===== config.mk =====
export PLATFORM = sky130hd
export DESIGN_NAME = lcd_bus_receiver
export DESIGN_NICKNAME = d
export VERILOG_FILES = /design/src/rtl/lcd_bus_receiver.sv
export SDC_FILE = /design/constraint.sdc
export NUM_CORES = 1
export LEC_CHECK = 0
export ABC_AREA = 0
export CAP_MARGIN = 25
export CORE_ASPECT_RATIO = 0.5
export CORE_MARGIN = 4
export CORE_UTILIZATION = 27
export CTS_CLUSTER_SIZE = 20
export DETAILED_ROUTE_END_ITERATION = 8
export PLACE_DENSITY = 0.43
export RECOVER_POWER = 25
export SKIP_CTS_REPAIR_TIMING = 1
export SYNTH_ARGS = -nofsm -noshare
export SYNTH_HDL_FRONTEND = slang
export SYNTH_SLANG_ARGS = --single-unit

===== constraint.sdc =====
create_clock -name i_clk -period 3.81 [get_ports i_clk]
set_clock_uncertainty 0.1 [all_clocks]
set_input_delay 0.762 -clock i_clk [delete_from_list [all_inputs] [get_ports i_clk]]
set_output_delay 0.762 -clock i_clk [all_outputs]
set_load 0.05 [all_outputs]

===== src/rtl/lcd_bus_receiver.sv =====
// lcd_bus_receiver: decodes HD44780-style 8-bit bus writes into a 2x16 character mirror and checks bus timing
//   i_clk, i_reset_n          : clock, asynchronous active-low reset
//   i_lcd_data/rs/rw/en       : LCD bus, synchronous to i_clk; a transfer is taken on the enable fall
//   i_clr_err                 : synchronous clear of the sticky error flags
//   i_rd_addr / o_rd_char     : mirror read port (0-15 line 1, 16-31 line 2), 1-cycle latency
//   o_ddram_addr              : DDRAM address counter
//   o_display_on/cursor_on/blink_on/two_line : display control and function set state
//   o_busy                    : emulated panel busy time
//   o_wr_strobe/o_cmd_strobe  : 1-cycle pulse per accepted data write / command
//   o_err_timing/unsup/read   : sticky error flags
module lcd_bus_receiver #(
    parameter int CMD_CYCLES   = 1850,
    parameter int CLEAR_CYCLES = 76000,
    parameter int MIN_EN_HIGH  = 12
) (
    input  logic       i_clk,
    input  logic       i_reset_n,
    input  logic [7:0] i_lcd_data,
    input  logic       i_lcd_rs,
    input  logic       i_lcd_rw,
    input  logic       i_lcd_en,
    input  logic       i_clr_err,
    input  logic [4:0] i_rd_addr,
    output logic [7:0] o_rd_char,
    output logic [6:0] o_ddram_addr,
    output logic       o_display_on,
    output logic       o_cursor_on,
    output logic       o_blink_on,
    output logic       o_two_line,
    output logic       o_busy,
    output logic       o_wr_strobe,
    output logic       o_cmd_strobe,
    output logic       o_err_timing,
    output logic       o_err_unsup,
    output logic       o_err_read
);
    localparam int CW = $clog2(MIN_EN_HIGH + 1);
    localparam logic [CW-1:0] W_MIN = CW'(MIN_EN_HIGH);
    typedef enum logic [1:0] {IDLE, EN_HIGH, EXEC, CLEAR_FILL} state_t;
    state_t r_state, w_next;
    logic [CW-1:0] r_cnt;
    logic [7:0] r_data, r_rd_char;
    logic r_rs, r_rw, r_en_d, r_inc;
    logic [4:0] r_fill;
    logic [16:0] r_busy_cnt;
    logic [7:0] r_mem [32];
    logic [6:0] r_addr;
    logic r_disp, r_cur, r_blink, r_two, r_wr_stb, r_cmd_stb, r_err_t, r_err_u, r_err_r;
    logic w_fall, w_short, w_accept, w_cmd, w_dat, w_clr, w_home, w_entry, w_dctl, w_shift, w_func, w_cgram;
    logic w_unsup, w_err_t, w_err_r, w_cell_ok;
    logic [6:0] w_addr_nxt;
    logic [4:0] w_cell;
    always_ff @(posedge i_clk or negedge i_reset_n) begin
        if (!i_reset_n) r_state <= IDLE;
        else r_state <= w_next;
    end
    always_comb begin
        w_next = r_state;
        case (r_state)
            IDLE, EXEC: w_next = i_lcd_en ? EN_HIGH : IDLE;
            EN_HIGH:    if (!i_lcd_en) w_next = !w_accept ? IDLE : (w_cmd && w_clr) ? CLEAR_FILL : EXEC;
            CLEAR_FILL: if (r_fill == 5'd31) w_next = i_lcd_en ? EN_HIGH : IDLE;
            default:    w_next = IDLE;
        endcase
    end
    always_comb begin
        w_fall     = (r_state == EN_HIGH) && !i_lcd_en;
        w_short    = r_cnt < W_MIN;
        w_accept   = w_fall && !w_short && !o_busy && !r_rw;
        w_cmd      = w_accept && !r_rs;
        w_dat      = w_accept && r_rs;
        w_clr      = r_data == 8'h01;
        w_home     = r_data[7:1] == 7'h01;
        w_entry    = r_data[7:2] == 6'h01;
        w_dctl     = r_data[7:3] == 5'h01;
        w_shift    = r_data[7:4] == 4'h1;
        w_func     = r_data[7:5] == 3'h1;
        w_cgram    = r_data[7:6] == 2'h1;
        w_unsup    = w_cmd && ((w_entry && r_data[0]) || w_shift || (w_func && !r_data[4]) || w_cgram);
        // a whole enable pulse can also begin and end while the clear fill is running
        w_err_t    = (w_fall && (w_short || o_busy)) || (r_state == CLEAR_FILL && r_en_d && !i_lcd_en);
        w_err_r    = w_fall && !w_short && !o_busy && r_rw;
        w_addr_nxt = r_inc ? (r_addr == 7'h27 ? 7'h40 : r_addr == 7'h67 ? 7'h00 : r_addr + 7'd1)
                           : (r_addr == 7'h00 ? 7'h67 : r_addr == 7'h40 ? 7'h27 : r_addr - 7'd1);
        // 0x00-0x0F and 0x40-0x4F are the only visible cells
        w_cell_ok  = r_addr[5:4] == 2'b00;
        w_cell     = {r_addr[6], r_addr[3:0]};
    end
    always_ff @(posedge i_clk or negedge i_reset_n) begin
        if (!i_reset_n) begin
            for (int i = 0; i < 32; i++) r_mem[i] <= 8'h20;
            r_cnt      <= '0;
            r_data     <= '0;
            r_rs       <= 1'b0;
            r_rw       <= 1'b0;
            r_en_d     <= 1'b0;
            r_fill     <= '0;
            r_busy_cnt <= '0;
            r_inc      <= 1'b1;
            r_addr     <= '0;
            r_disp     <= 1'b0;
            r_cur      <= 1'b0;
            r_blink    <= 1'b0;
            r_two      <= 1'b0;
            r_wr_stb   <= 1'b0;
            r_cmd_stb  <= 1'b0;
            r_err_t    <= 1'b0;
            r_err_u    <= 1'b0;
            r_err_r    <= 1'b0;
            r_rd_char  <= 8'h00;
        end else begin
            if (i_lcd_en) begin
                r_data <= i_lcd_data;
                r_rs   <= i_lcd_rs;
                r_rw   <= i_lcd_rw;
                r_cnt  <= (r_state != EN_HIGH) ? CW'(1) : (r_cnt == W_MIN) ? r_cnt : r_cnt + CW'(1);
            end
            r_en_d     <= i_lcd_en;
            r_busy_cnt <= w_accept ? ((w_cmd && (w_clr || w_home)) ? 17'(CLEAR_CYCLES) : 17'(CMD_CYCLES))
                                   : o_busy ? r_busy_cnt - 17'd1 : r_busy_cnt;
            r_wr_stb   <= w_dat;
            r_cmd_stb  <= w_cmd;
            r_err_t    <= w_err_t || (r_err_t && !i_clr_err);
            r_err_u    <= w_unsup || (r_err_u && !i_clr_err);
            r_err_r    <= w_err_r || (r_err_r && !i_clr_err);
            r_fill     <= (r_state == CLEAR_FILL) ? r_fill + 5'd1 : 5'd0;
            if (r_state == CLEAR_FILL) r_mem[r_fill] <= 8'h20;
            if (w_dat && w_cell_ok) r_mem[w_cell] <= r_data;
            if (w_dat) r_addr <= w_addr_nxt;
            if (w_cmd && (w_clr || w_home)) r_addr <= 7'h00;
            if (w_cmd && w_clr) r_inc <= 1'b1;
            if (w_cmd && w_entry) r_inc <= r_data[1];
            if (w_cmd && w_dctl) {r_disp, r_cur, r_blink} <= r_data[2:0];
            if (w_cmd && w_func) r_two <= r_data[3];
            if (w_cmd && r_data[7]) r_addr <= r_data[6:0];
            r_rd_char <= r_mem[i_rd_addr];
        end
    end
    assign o_busy       = |r_busy_cnt;
    assign o_rd_char    = r_rd_char;
    assign o_ddram_addr = r_addr;
    assign o_display_on = r_disp;
    assign o_cursor_on  = r_cur;
    assign o_blink_on   = r_blink;
    assign o_two_line   = r_two;
    assign o_wr_strobe  = r_wr_stb;
    assign o_cmd_strobe = r_cmd_stb;
    assign o_err_timing = r_err_t;
    assign o_err_unsup  = r_err_u;
    assign o_err_read   = r_err_r;
endmodule


# == Word level (Yosys, flattened, before mapping) ==
# Cells that the tools add are included.
# word_totals
ff_bits,320
inputBits,19
out_inout_bits,25
# classes
addsub,5
n_lt_le_gt_ge,6
eq_ne,19
n_mux,32
n_bitwise,6
n_reduce_logical,51
# op_table
operator,count
$mux 256,2
$bwmux 256,1
$and 224x224->224,1
$not 224->224,1
$demux 8 s5,2
$mux 7,8
$mux 17,3
$bmux 8 s5,1
$mux 8,4
$or 32x32->32,1
$logic_and 1x1->1,25
$ge 6x6->1 const B,3
$not 5->6,3
$reduce_or 17->1,1
$sub 17x1->17 const B,1
$eq 7x7->1 const B,2
$lt 6x1->1 const B,2
$logic_or 1x1->1,9
$eq 8x1->1 const B,1
$mux 4,2
$add 7x1->7 const B,1
$eq 7x1->1 const B,1
$eq 7x6->1 const B,1
$logic_not 1->1,7
other kinds (24),36

# == Logic depth before layout (Yosys ltp) ==
# logic_depth
ltp_word,11
ltp_mapped,9
mapped_depth_nobuf,8

# == Least setup slack after synthesis ==
# Ideal clock, no wire load.
# synth_timing
kind,in2reg
startpoint,in i_rd_addr[0]
endpoint,"reg r_rd_char[6], in the netlist o_rd_char[6]"
setup_time_ps,141
arrival_time_ps,2543
setup_slack_ps,1026
cell_stages,7
n_path_buf,3
path_cell_list,buf_2 buf_2 buf_2 mux4_2 or2_2 a221oi_1 a31oi_1
# synth_between
elab_chain_cells,4
# synth_rtl
element,line_no,text
start: declaration,23,"input logic [4:0] i_rd_addr,"
$not 5->6 (implied by the code),136,r_rd_char <= r_mem[i_rd_addr];
$bmux 8 s5,136,
$mux 8 (implied by the code) (2 in series),136,
end signal: assignment,136,
end: declaration,42,"logic [7:0] r_data, r_rd_char;"
# Every way passes these cells. The select of a mux whose other input is x is not followed.
# A chain may end at the register's enable or synchronous reset.

# == Worst setup path in the final report ==
# layout_timing
startpoint,reg r_busy_cnt[3]
endpoint,out o_busy
# layout_between
elab_chain_cells,1
# layout_rtl
element,line_no,text
start: declaration,45,logic [16:0] r_busy_cnt;
start signal: assignment,119,r_busy_cnt <= w_accept ? ((w_cmd && (w_clr || w_home)) ? 17'(CLEAR_CYCLES) : 17'(CMD_CYCLES))
$reduce_or 17->1,139,assign o_busy = |r_busy_cnt;
end: declaration,30,"output logic o_busy,"
# Every way passes these cells.

==> results.md <==
- Status: complete, but fails checks
- Failing checks: capacitance limit, slew limit
- Worst min path class: flip-flop to flip-flop
- Area after DPL: between 15000 and 20000 µm²
- Diode count: 0
- CP Data Arrival Time: between 2000 and 2500 ps
- Final hold slack: 393 ps
- Reg clk slew, reported paths: approximately 60 ps
- Initial Util: 27.5%
- CTS buffer count: 35
- Fin. max-slew vios: 91
- Skew-Pair Late Insertion Delay: around 540 ps
- Ys flop type: dfrtp_1
- Post-synthesis sequential area ratio: 49.1%
- Final WL: 50600 µm
- Yosys warning count: 0
- CTS tree: yes
- First-pass GRT wire length: ~78000 µm
- Std-Cell Rows: 63
- Fin worst setup slack: approximately 600 ps
- Crit path time final: around 3200 ps
- Worst Tran Pin Value: 2590 ps
- Total gr overflow: 0
- #FFs+latches synth: 320
- Ys async rst share: 100%
- Synth area leaders: dfrtp_1 (44%), nand2_1 (12%), o21ai_0 (7.1%), mux4_2 (6.6%), dfstp_2 (5.3%)
- TNS Setup: 0 ps
- Total power: around 7600 µW
- Chip Width: around 360 µm
- Mean Syn Cell Area: between 9 and 10 µm²
- Clock Sinks: 320
- Gp weighted congestion: ~0.77
- Clock root buffer: clkbuf_16
- Cell mode on critical path: buf_4
- Area Growth Syn to Fin: 16.3%
- P_leak: 0.00804 µW
- Area leader, netlist: dfrtp_1
- Vias in the first global route: 11900
- Die ar.: around 65000 µm²
- Detailed placer's ending HPWL: around 33000 µm
- Netlist Area Pre-Place: between 15000 and 20000 µm²
- Maxcap violations: 1
- Syn Nets: about 1700
- CP max stage delay: between 400 and 500 ps
- CP required: slightly below 3000 ps
- Critical Path Source Type: flip-flop
- RSZ-0062 raised after global routing: false
- Max Fclk: slightly above 0.3 GHz
- DR vias: 12100
- IO buf count: between 40 and 50
- Pin count of the biggest net entering global routing: between 90 and 100
- Setup CP Type: flip-flop to output pin
- Vias per std cell: roughly 4.8
- Crit Path Max Fanout: 9
- Max IR drop VDD: 0.000283 V
- Critical path's slowest cell: dfrtp_1
- Dpl ws: between 500 and 600 ps
- Pwr dens: 397 nW/µm²
- Fin nets: about 1700
- Antenna violations before repair: 0
- Final Hold Fails: 0
- Final routed DRC violation total: 0
- Mapped Cells: 1670
- H-tree Lvls: 2
- Violation count after the first detailed-route iteration: between 900 and 1000
- I/O Pins: 44
- Drt wl/cell: around 20 µm
- TritonRoute pass-1 iters: 5
- Final ANT Viol Nets: 0
- GRT Total Usage: between 10% and 20%
- Part of the cycle the worst path needs: a little over four fifths
- Die H: ~180 µm
- Final setup fails: 0
- CP Cell Sequence: nor4_2, nand2_1, nor2_1, buf_4, inv_1, buf_4
- Synth cell types: between 50 and 60
- EDFF count, synth: 0
- Layout cell share with drive strength beyond 1: 18.3%
- Yosys top cell area share: 43.8%
- CP endpoint kind: output pin
- Design area: roughly 19000 µm²
- Clock Path Buffers: 3
- Placeable Area: ~60000 µm²
- Max-slew headroom: -72.6%
## cell usage after synthesis, drive strengths merged (14+ instances only)
| master | n |
|---|---|
| mux2 | 59 |
| nand2b | 39 |
| dfstp | 33 |
| o21ai | 249 |
| mux2i | 36 |
| nor3 | 14 |
| dfrtp | 287 |
| inv | 20 |
| nor2 | 28 |
| nor4 | 38 |
| a221oi | 24 |
| buf | 49 |
| clkbuf | 67 |
| mux4 | 48 |
| nand2 | 520 |
## critical path: cells and delay by family, from the launching register on
kind / cells / cell delay, ps
DFF: 1 / 450
and+or+nand+nor: 3 / 850
buffers and inverters: 3 / 520
## state kept, by name, summed over array words and instances (netlist names)
signal and count:
r_cnt 4, o_wr_strobe 1, r_rw 1, o_display_on 1, o_err_timing 1, r_en_d 1
r_data 8, o_cursor_on 1, r_state 2, o_cmd_strobe 1, o_ddram_addr 7, o_blink_on 1
o_err_unsup 1, o_rd_char 8, r_mem 256, r_fill 5, r_rs 1, o_two_line 1
r_inc 1, o_err_read 1, r_busy_cnt 17
## worst paths after layout
path	from	to	slack [ps]	cells after the start
setup reg to reg	r_busy_cnt[9]	r_mem[45]	870	5
max in group asynchronous	i_reset_n	r_data[0]	950	2
hold reg to reg	r_busy_cnt[15]	r_busy_cnt[15]	390	1
hold / removal	r_busy_cnt[15]	r_busy_cnt[15]	390	1
min in group asynchronous	i_reset_n	r_busy_cnt[1]	880	1
setup / recovery	r_busy_cnt[3]	o_busy	600	6
## final cells by class
type | count | area (µm²)
Fill cell | 6134 | 40600
Timing Repair Buffer | 110 | 981
Clock buffer | 53 | 1020
Inverter | 20 | 75.1
Tap cell | 812 | 1020
Multi-Input combinational cell | 1214 | 7760
Sequential cell | 320 | 8060
Clock inverter | 10 | 136
## placed cells by master, fill, tap and decap left out, types with 20 or more instances in the layout
master             n
a221oi_1          24
o21ai_0          232
nor4_4            20
mux2i_1           36
inv_1             20
nand2b_1          39
buf_4             60
nor2_1            28
mux4_2            48
dfrtp_1          281
nand2_1          520
dfstp_2           33
clkdlybuf4s50_1   39
mux2_2            59
clkbuf_16         35
## power by group
group / internal (µW) / switching, µW / leakage (µW)
Clock: 2070 / 1470 / 0.000572
Sequential: 3450 / 53.8 / 0.00311
Combinational: 152 / 363 / 0.00435
Total: 5670 / 1890 / 0.00804
## logic make-up after synthesis
kind of cell               share of synthesized area [%]
adders and majority gates                          0.993
AOI/OAI and AO/OA                                   11.0
xor gates and xnor gates                            1.02
muxes                                               12.9
DFF                                                 49.1
and+or+nand+nor                                     21.6
buffers and inverters                               3.49
## per-layer routing
layer | global-route usage [%] | up-vias | wire, µm
met5 | 0 | - | 0
met4 | 2.75 | 0 | 775
met3 | 2.41 | 58 | 2090
met2 | 22.2 | 207 | 20800
met1 | 25.0 | 5992 | 26900
li1 | - | 5852 | -
## metrics by stage
stage | utilization (%) | instances
after floorplan | - | 1670
after global placement | 30.0 | 2476
after detailed placement | 30.0 | 2476
after CTS | 32.0 | 2539
after global routing | 31.9 | 2539
final | 31.9 | 2539
No activity file was read; power rests on OpenSTA's default activity.
